`src/rtl/alu_pkg.sv`:
```
// Shared definitions for the pipelined ALU: opcode encodings and execute-stage FSM states.
package alu_pkg;

  localparam logic [2:0] OP_ADD = 3'b000;
  localparam logic [2:0] OP_SUB = 3'b001;
  localparam logic [2:0] OP_MUL = 3'b010;
  localparam logic [2:0] OP_AND = 3'b011;
  localparam logic [2:0] OP_OR  = 3'b100;
  localparam logic [2:0] OP_SLT = 3'b101;
  localparam logic [2:0] OP_BEQ = 3'b110;
  localparam logic [2:0] OP_BNZ = 3'b111;

  typedef enum logic {
    S_IDLE     = 1'b0,
    S_MUL_BUSY = 1'b1
  } state_t;

endpackage

```
`src/rtl/alu_mul_seq.sv`:
```
// Sequential shift-add multiplier: one partial-product step per cycle for WIDTH cycles,
// then a one-cycle done pulse with the full 2*WIDTH product held stable.
module alu_mul_seq #(
  parameter int WIDTH = 8
) (
  input  logic                 clock,
  input  logic                 reset,
  input  logic                 start,
  input  logic [WIDTH-1:0]     multiplicand,
  input  logic [WIDTH-1:0]     multiplier,
  output logic                 busy,
  output logic                 done,
  output logic [2*WIDTH-1:0]   product
);

  localparam int CW = $clog2(WIDTH + 1);

  logic [2*WIDTH-1:0] mcand;
  logic [WIDTH-1:0]   mplier;
  logic [CW-1:0]      count;

  assign busy = (count != '0);

  always_ff @(posedge clock) begin
    if (reset) begin
      mcand   <= '0;
      mplier  <= '0;
      count   <= '0;
      product <= '0;
      done    <= 1'b0;
    end else begin
      done <= 1'b0;
      if (start && !busy) begin
        mcand   <= {{WIDTH{1'b0}}, multiplicand};
        mplier  <= multiplier;
        product <= '0;
        count   <= CW'(WIDTH);
      end else if (busy) begin
        if (mplier[0]) product <= product + mcand;
        mcand  <= mcand << 1;
        mplier <= mplier >> 1;
        count  <= count - 1'b1;
        // Pulse lands in the cycle after the final step, when product is complete.
        done   <= (count == CW'(1));
      end
    end
  end

endmodule

```
`src/rtl/alu_pipelined.sv`:
```
// Execute-stage ALU with valid/ready on both sides, a sequential multiplier and
// registered result/flag/branch-target outputs.
module alu_pipelined
  import alu_pkg::*;
#(
  parameter int WIDTH = 8
) (
  input  logic             clock,
  input  logic             reset,
  input  logic             in_valid,
  output logic             in_ready,
  input  logic [2:0]       operation,
  input  logic [WIDTH-1:0] data_0,
  input  logic [WIDTH-1:0] data_1,
  input  logic [WIDTH-1:0] r_beq,
  output logic             out_valid,
  input  logic             out_ready,
  output logic [WIDTH-1:0] solution,
  output logic [WIDTH-1:0] jump_data,
  output logic             jump_valid,
  output logic             flag_zero,
  output logic             flag_carry,
  output logic             flag_ovf,
  output state_t           fsm_state
);

  // Handshake: a transfer happens on a rising edge where valid and ready are both 1;
  // valid never waits on ready, and the producer holds its payload until that edge.
  state_t state, state_next;

  logic               accept;
  logic               alu_load;
  logic               mul_start;
  logic               mul_busy;
  logic               mul_done;
  logic [2*WIDTH-1:0] product;
  logic [WIDTH:0]     add_full;
  logic [WIDTH:0]     sub_full;
  logic [WIDTH-1:0]   res_sol;
  logic [WIDTH-1:0]   res_jd;
  logic               res_jv;
  logic               res_carry;
  logic [WIDTH-1:0]   mul_sol;

  assign in_ready  = (state == S_IDLE) && !mul_busy && (!out_valid || out_ready);
  assign accept    = in_valid && in_ready;
  assign mul_start = accept && (operation == OP_MUL);
  assign alu_load  = accept && (operation != OP_MUL);
  assign fsm_state = state;

  assign add_full = {1'b0, data_0} + {1'b0, data_1};
  assign sub_full = {1'b0, data_0} - {1'b0, data_1};
  assign mul_sol  = product[WIDTH-1:0];

  alu_mul_seq #(.WIDTH(WIDTH)) u_mul (
    .clock        (clock),
    .reset        (reset),
    .start        (mul_start),
    .multiplicand (data_0),
    .multiplier   (data_1),
    .busy         (mul_busy),
    .done         (mul_done),
    .product      (product)
  );

  always_comb begin
    res_sol   = '0;
    res_jd    = '0;
    res_jv    = 1'b0;
    res_carry = 1'b0;
    case (operation)
      OP_ADD: begin
        res_sol   = add_full[WIDTH-1:0];
        res_carry = add_full[WIDTH];
      end
      OP_SUB: begin
        // The extra top bit of the widened difference is the borrow.
        res_sol   = sub_full[WIDTH-1:0];
        res_carry = sub_full[WIDTH];
      end
      OP_AND: res_sol = data_0 & data_1;
      OP_OR:  res_sol = data_0 | data_1;
      OP_SLT: res_sol = {{(WIDTH-1){1'b0}}, (data_0 < data_1)};
      OP_BEQ: res_sol = {{(WIDTH-1){1'b0}}, (data_0 == data_1)};
      OP_BNZ: begin
        res_sol = data_0;
        res_jd  = (r_beq == '0) ? data_0 : data_1;
        res_jv  = 1'b1;
      end
      default: ;
    endcase
  end

  always_comb begin
    state_next = state;
    case (state)
      S_IDLE:     if (mul_start) state_next = S_MUL_BUSY;
      S_MUL_BUSY: if (mul_done)  state_next = S_IDLE;
      default:    state_next = S_IDLE;
    endcase
  end

  always_ff @(posedge clock) begin
    if (reset) begin
      state      <= S_IDLE;
      out_valid  <= 1'b0;
      solution   <= '0;
      jump_data  <= '0;
      jump_valid <= 1'b0;
      flag_zero  <= 1'b0;
      flag_carry <= 1'b0;
      flag_ovf   <= 1'b0;
    end else begin
      state <= state_next;
      if (alu_load) begin
        out_valid  <= 1'b1;
        solution   <= res_sol;
        jump_data  <= res_jd;
        jump_valid <= res_jv;
        flag_zero  <= (res_sol == '0);
        flag_carry <= res_carry;
        flag_ovf   <= 1'b0;
      end else if (mul_done) begin
        // The result register is already free here: MUL was accepted only when it was.
        out_valid  <= 1'b1;
        solution   <= mul_sol;
        jump_data  <= '0;
        jump_valid <= 1'b0;
        flag_zero  <= (mul_sol == '0);
        flag_carry <= 1'b0;
        flag_ovf   <= (product[2*WIDTH-1:WIDTH] != '0);
      end else if (out_ready) begin
        out_valid <= 1'b0;
      end
    end
  end

endmodule

```
`config.mk`:
```
export PLATFORM = sky130hd
export DESIGN_NAME = alu_pipelined
export DESIGN_NICKNAME = d
export VERILOG_FILES = /design/src/rtl/alu_pkg.sv /design/src/rtl/alu_mul_seq.sv /design/src/rtl/alu_pipelined.sv
export SDC_FILE = /design/constraint.sdc
export NUM_CORES = 1
export LEC_CHECK = 0
export BUFFER_PORTS_ARGS = -buffer_cell sky130_fd_sc_hd__buf_2
export CELL_PAD_IN_SITES_DETAIL_PLACEMENT = 1
export CELL_PAD_IN_SITES_GLOBAL_PLACEMENT = 1
export CORE_MARGIN = 2
export CORE_UTILIZATION = 47
export CTS_CLUSTER_SIZE = 40
export DETAILED_ROUTE_END_ITERATION = 8
export PLACE_DENSITY_LB_ADDON = 0.12
export SYNTH_ARGS = -nofsm -noshare
export SYNTH_HDL_FRONTEND = slang
export SYNTH_SLANG_ARGS = --single-unit
```
`constraint.sdc`:
```
create_clock -name clock -period 5.05 [get_ports clock]
set_input_delay 0 -clock clock [delete_from_list [all_inputs] [get_ports clock]]
set_output_delay 0 -clock clock [all_outputs]
set_load 0.01 [all_outputs]
```
==> summary.json, run 1 <==
{
  "setup_path": {
    "required_ns": 5.32,
    "critical_path_class": "reg -> reg",
    "cp.arrival_ns": 4.10,
    "critical_path.startpoint_type": "register",
    "crit_path_max_fanout": 29,
    "timing.critical_path.to_type": "register"
  },
  "power_and_ir_drop": {
    "power_density_nw_per_um2": 346,
    "seq_power_share_pct": 34.3,
    "power_switching_uw": 647,
    "cell_internal_power_mw": 1.16,
    "ir_drop_mv": 0.151,
    "clock_power_share_pct": 34.2,
    "swShare_pct": 35.8,
    "total_power_mw": 1.81,
    "power.share.combinational_pct": 31.5,
    "static_leakage_power_nw": 2.20
  },
  "synth": {
    "syn_area_per_cell_um2": 7.73,
    "synthesis.yosys.warnings": 0,
    "ys_seq_area_share_pct": 29.2,
    "most_common_cell_in_the_netlist": "sky130_fd_sc_hd__a21oi_1",
    "netlist_top_cells_area": "sky130_fd_sc_hd__dfxtp_1, sky130_fd_sc_hd__ha_1, sky130_fd_sc_hd__a21oi_1",
    "synth_async_sr_flop_share_pct": 0,
    "yosys.area.top_type": "sky130_fd_sc_hd__dfxtp_1",
    "synth_enable_flop_cells": 0,
    "post_synth_instance_area_um2": 4600,
    "synth.top_cell.area_share_pct": 29.2,
    "postSynthRegisterBits": 67,
    "synth_cell_types": 57,
    "number_of_instances_in_the_synthesized_netlist": 595,
    "dominantRegCellSynth": "sky130_fd_sc_hd__dfxtp_1",
    "post_synth_most_frequent_cells": "sky130_fd_sc_hd__a21oi_1, sky130_fd_sc_hd__nand2_1, sky130_fd_sc_hd__dfxtp_1, sky130_fd_sc_hd__nor2_1, sky130_fd_sc_hd__ha_1",
    "synth_fp_nets": 672
  },
  "cells_and_area": {
    "num_antenna_cells": 0,
    "area_growth_pct": 13.7,
    "final_core_util_pct": 54.2,
    "layout-drive-gt1-share_pct": 12.2,
    "final-instance-count-excl-fill": 770,
    "final_design_area_no_fill_um2": 5230,
    "finalNetCount": 709
  },
  "clock_network": {
    "clkSlewWorstSetupHoldPaths_ns": 0.08,
    "clock_sink_count": 67,
    "cts.htree.levels": 3,
    "count_of_buffers_added_by_post_cts_timing_repair_for_setup": 0,
    "cts_tree": "done",
    "clockBufferDepth": 2,
    "clk_latency_ns": 0.36,
    "root_buffer": "sky130_fd_sc_hd__clkbuf_8",
    "cts_buffers": 9
  },
  "floorplan": {
    "design.portCount": 54,
    "core_area_um2": 9640,
    "floorplan.initialDensity_pct": 47.7,
    "die_w_um": 103,
    "y_dimension_of_the_die_um": 103,
    "floorplan.die_area_um2": 10600,
    "row_count": 36
  },
  "drt": {
    "drt-vias-per-instance": 5.84,
    "drc": 0,
    "detail_route.first_pass.iterations": 4,
    "drtIter0Drc": 156,
    "detailed_route_wire_length_mm": 14.0,
    "antenna_violating_nets_post_route": 0,
    "vias": 4500,
    "avgRoutedWirePerCell_um": 18.2
  },
  "global_routing": {
    "grt_first_pass_wirelength_mm": 22.5,
    "grt_start_max_net_pins": 42,
    "grt_pass1_vias": 4572,
    "groute.usage.overall_pct": 27.6,
    "gr-total-overflow": 0,
    "antenna_found_initial": 0
  },
  "sta": {
    "clock_skew_ns": 0.0110,
    "final_max_slew_viol_count": 0,
    "timing_worst_slew_pin_value_ns": 1.10,
    "finalWorstPathRequiredPeriod_ns": 3.83,
    "rsz0062_at_grt": "false",
    "max_slew_margin_pct": 26.7,
    "setup_viol_count_final": 0,
    "final-hold-violation-count": 0,
    "hold_ws_ns": 0.0151,
    "setup_tns_ns": 0,
    "post-route-period-util_pct": 75.8,
    "max_freq_mhz": 261,
    "timing.final.ws_setup_ns": 1.22
  },
  "placement": {
    "place_hpwl_mm": 10.8,
    "place.gp.congestion": 0.940,
    "port_buffers": 53,
    "dpl_cell_area_um2": 4910,
    "place_inst": 750,
    "preCtsSetupSlack_ns": 1.28
  },
  "hold_path": {
    "worstHoldPathType": "in -> reg"
  },
  "run": {
    "drv_cap": 0
  },
  "outcome": {
    "outcome": "complete, no violations"
  }
}
==> kinds of logic (layout without fill, tap and decap cells) <==
| group | after synthesis | after routing | share of synthesized area, % |
|---|---|---|---|
| buf+inv | 66 | 108 | 5.58 |
| mux | 9 | 9 | 2.01 |
| flops | 67 | 67 | 29.2 |
| compound gates | 188 | 188 | 25.9 |
| simple gates | 205 | 205 | 21.7 |
| fa+ha+maj | 46 | 46 | 13.0 |
| xor+xnor | 14 | 14 | 2.67 |
==> layer usage <==
layer / global-route usage [%] / share of wire [%] / up-vias
li1: - / - / 2211
met1: 32.8 / 43 / 2195
met2: 49.3 / 51 / 76
met3: 6.44 / 3.6 / 18
met4: 8.30 / 1.6 / 0
met5: 0 / 0 / -
==> registers in the layout, indices dropped and copies added (netlist names) <==
| signal | count |
|---|---|
| flag_carry | 1 |
| flag_ovf | 1 |
| flag_zero | 1 |
| fsm_state | 1 |
| jump_data | 8 |
| jump_valid | 1 |
| out_valid | 1 |
| solution | 8 |
| u_mul.count | 4 |
| u_mul.done | 1 |
| u_mul.mcand | 16 |
| u_mul.mplier | 8 |
| u_mul.product | 16 |
==> final timing paths <==
check                       start              end  slack, ns  cells after the start
hold reg to reg   u_mul.mplier[3]  u_mul.mplier[3]       0.46                      2
setup / recovery   u_mul.count[0]        flag_zero       1.22                      9
setup reg to reg   u_mul.count[0]        flag_zero       1.22                      9
hold / removal          data_1[2]  u_mul.mplier[2]       0.02                      3
==> power groups by stage <==
stage	clock network [mW]	logic (mW)	registers (mW)
final	0.618	0.569	0.619
after global routing	0.651	0.623	0.625
after CTS	0.625	0.570	0.619
after detailed placement	0	0.559	0.632
after global placement	0	0.538	0.627
after floorplan	0	0.384	0.629
==> layout by cell type (no fill, tap or decap), drive strengths merged, types with 9 or more instances in the layout <==
cell / instances
a21oi: 84
nand2: 72
dfxtp: 67
buf: 55
nor2: 50
ha: 43
inv: 33
a22oi: 18
o21ai: 17
a211oi: 15
nor2b: 14
nor3: 13
clkbuf: 10
nor4: 9
==> timing repair <==
item | 4_1_cts | 5_1_grt
hold endpoints to repair | 4 | 0
gates resized for setup | 0 | 0
hold buffers | 4 | 0
==> critical path, stage by stage, from the launching register on <==
cell                       delay [ns]
sky130_fd_sc_hd__dfxtp_1         0.33
sky130_fd_sc_hd__inv_1           0.10
sky130_fd_sc_hd__ha_1            0.25
sky130_fd_sc_hd__or3b_1          0.81
sky130_fd_sc_hd__nor4b_4         0.51
sky130_fd_sc_hd__nor2b_1         0.92
sky130_fd_sc_hd__and3_1          0.31
sky130_fd_sc_hd__and4_1          0.19
sky130_fd_sc_hd__nand4b_1        0.11
sky130_fd_sc_hd__o31ai_2         0.19
==> layout make-up <==
type,count,area (µm²)
Sequential cell,67,1340
Clock inverter,6,136
Clock buffer,10,138
Inverter,33,124
Tap cell,133,166
Multi-Input combinational cell,462,3000
Fill cell,1257,4410
Timing Repair Buffer,59,320
No activity file was read; power rests on OpenSTA's default activity.
==> run 2: changes to the inputs <==
CORE_UTILIZATION = 39   (was 47)
clock period = 3.3 ns   (was 5.05 ns; I/O delays follow)
==> run 2 against run 1 <==
Net effect: via count rose by 0.49%; critical path depth did not move; final area rose by 2.5%; total power rose by 69%; hold slack got worse by 0.0057 ns; first-iteration DRC count rose by 47%; non-clock buffer count rose by 4; sequential cell count did not move; sequential share of layout area fell by 0.62 points; sequential power rose by 53%; setup slack got worse by 0.73 ns; critical endpoint unchanged; largest cell class unchanged.
==> summary.json, run 2 (same netlist as run 1, synthesis figures left out) <==
{
  "outcome": {
    "outcome": "complete, no violations"
  },
  "cells_and_area": {
    "filler_cell_count": 1463,
    "layout-drive-gt1-share_pct": 12.9,
    "total_area_of_multi_input_combinational_cells_um2": 3000,
    "area_growth_pct": 16.5,
    "layout_top_registers": "u_mul.mcand x16, u_mul.product x16",
    "seqCellArea_um2": 1340,
    "num_antenna_cells": 0,
    "layout.cells.most_common": "sky130_fd_sc_hd__a21oi_1",
    "finalNetCount": 713,
    "final-instance-count-excl-fill": 784,
    "mostFrequentLayoutCells": "sky130_fd_sc_hd__a21oi_1, sky130_fd_sc_hd__nand2_1, sky130_fd_sc_hd__dfxtp_1"
  },
  "drt": {
    "detail_route.first_pass.iterations": 4,
    "detailed_route_wire_length_mm": 14.9,
    "antenna_violating_nets_post_route": 0,
    "vias": 4522,
    "avgRoutedWirePerCell_um": 19.0,
    "drc": 0,
    "drt-vias-per-instance": 5.77,
    "drtIter0Drc": 229
  },
  "sta": {
    "clock_skew_ns": 0.00884,
    "finalWorstPathRequiredPeriod_ns": 2.81,
    "setup_viol_count_final": 0,
    "timing_worst_slew_pin_value_ns": 0.994,
    "setup_tns_ns": 0,
    "post-route-period-util_pct": 85.2,
    "final-hold-violation-count": 0,
    "max_slew_margin_pct": 33.2,
    "hold_ws_ns": 0.00941,
    "rsz0062_at_grt": "false",
    "final_max_slew_viol_count": 0,
    "max_freq_mhz": 356
  },
  "setup_path": {
    "required_ns": 3.55,
    "timing.critical_path.to_type": "register",
    "cp_slowest_stage_delay_ns": 0.47,
    "crit_path_max_fanout": 6,
    "crit_path_top_delay_cell": "sky130_fd_sc_hd__nor2b_1",
    "worstPathCellList": "inv_1, ha_1, or3b_1, nor4b_4, nor2b_1, and3_1, and4_1, nand4b_1, o31ai_2",
    "critPathTopFamily": "simple AND/OR/NAND/NOR gates",
    "critical_path_class": "reg -> reg",
    "number_of_buffer_and_inverter_instances_along_the_worst_setup_path": 1,
    "cp.arrival_ns": 3.06,
    "critical_path.startpoint_type": "register"
  },
  "hold_path": {
    "worstHoldPathType": "in -> reg"
  },
  "clock_network": {
    "clock_sink_count": 67,
    "post_cts_resized": 0,
    "clockBufferDepth": 2,
    "cts.htree.levels": 3,
    "count_of_buffers_added_by_post_cts_timing_repair_for_setup": 0,
    "cts_buffers": 9,
    "clk_latency_ns": 0.34,
    "cts_tree": "done",
    "clkSlewWorstSetupHoldPaths_ns": 0.06,
    "root_buffer": "sky130_fd_sc_hd__clkbuf_16"
  },
  "floorplan": {
    "die_w_um": 113,
    "y_dimension_of_the_die_um": 113,
    "row_count": 39,
    "core_area_um2": 11500,
    "floorplan.die_area_um2": 12700,
    "design.portCount": 54,
    "floorplan.initialDensity_pct": 40.1
  },
  "global_routing": {
    "grt_pass1_vias": 4619,
    "grt_start_max_net_pins": 42,
    "gr-total-overflow": 0,
    "grt_first_pass_wirelength_mm": 24.1,
    "groute.usage.overall_pct": 23.9,
    "antenna_found_initial": 0
  },
  "placement": {
    "port_buffers": 53,
    "place_hpwl_mm": 11.4,
    "place_inst": 766,
    "place.gp.congestion": 0.876
  },
  "power_and_ir_drop": {
    "ir_drop_mv": 0.410,
    "static_leakage_power_nw": 2.27,
    "power_density_nw_per_um2": 570
  },
  "run": {
    "drv_cap": 0
  }
}
==> run 2: cell types whose count changed in the layout (fill, tap and decap cells not counted) <==
cell	delta
sky130_fd_sc_hd__clkbuf_1	+1
sky130_fd_sc_hd__inv_6	+1
sky130_fd_sc_hd__buf_4	+6
sky130_fd_sc_hd__clkinv_4	-1
sky130_fd_sc_hd__dlygate4sd3_1	-2
sky130_fd_sc_hd__clkbuf_8	-10
sky130_fd_sc_hd__clkbuf_16	+9
==> run 2: what timing repair did <==
| item | in CTS | in global routing |
|---|---|---|
| hold buffers | 2 | 0 |
| hold endpoints to repair | 2 | 0 |
| setup endpoints to repair | 0 | 0 |
==> run 2: where the power goes <==
part           leakage, nW  internal, mW  total (mW)  switching [mW]
clock network        0.173         0.817        1.19           0.375
registers            0.542         0.885       0.948          0.0627
logic                 1.55         0.319       0.912           0.593
==> run 2: layout make-up <==
class	count	share of cell area (%)
Clock buffer	10	4.28
Clock inverter	6	2.55
Inverter	33	2.31
Multi-Input combinational cell	462	56.0
Sequential cell	67	25.1
Tap cell	143	3.34
Timing Repair Buffer	63	6.45
==> run 2: per-stage QoR <==
step | area (µm²) | setup slack, ns | utilization, % | total power, mW
after floorplan | 4600 | 1.03 | - | 1.55
after global placement | 4970 | 0.687 | 43.3 | 1.84
after detailed placement | 4970 | 0.564 | 43.3 | 1.87
after CTS | 5350 | 0.495 | 46.7 | 3.08
after global routing | 5350 | 0.337 | 46.7 | 3.21
final | 5350 | 0.488 | 46.7 | 3.05
==> run 2: worst min-delay path: cells and delay by family <==
family                 cells  cell delay (ns)
AOI/OAI and AO/OA          2             0.18
buffers and inverters      1             0.13
==> run 2: worst paths after layout <==
| path | depth (start not counted) | from | slack (ns) | endpoint |
|---|---|---|---|---|
| setup / recovery | 9 | u_mul.count[0] | 0.49 | flag_zero |
| hold / removal | 3 | data_1[3] | 0.009 | u_mul.mplier[3] |
| setup reg to reg | 9 | u_mul.count[0] | 0.49 | flag_zero |
| hold reg to reg | 2 | jump_valid | 0.46 | jump_valid |
==> run 2: layer usage <==
layer / share of wire, % / vias up / wire length, µm / track usage [%]
met1: 46 / 2214 / 6830 / 31.5
met2: 49 / 87 / 7340 / 41.3
li1: - / 2210 / - / -
met3: 3.8 / 11 / 565 / 3.89
met4: 1.0 / 0 / 155 / 5.12
met5: 0 / - / 0 / 0
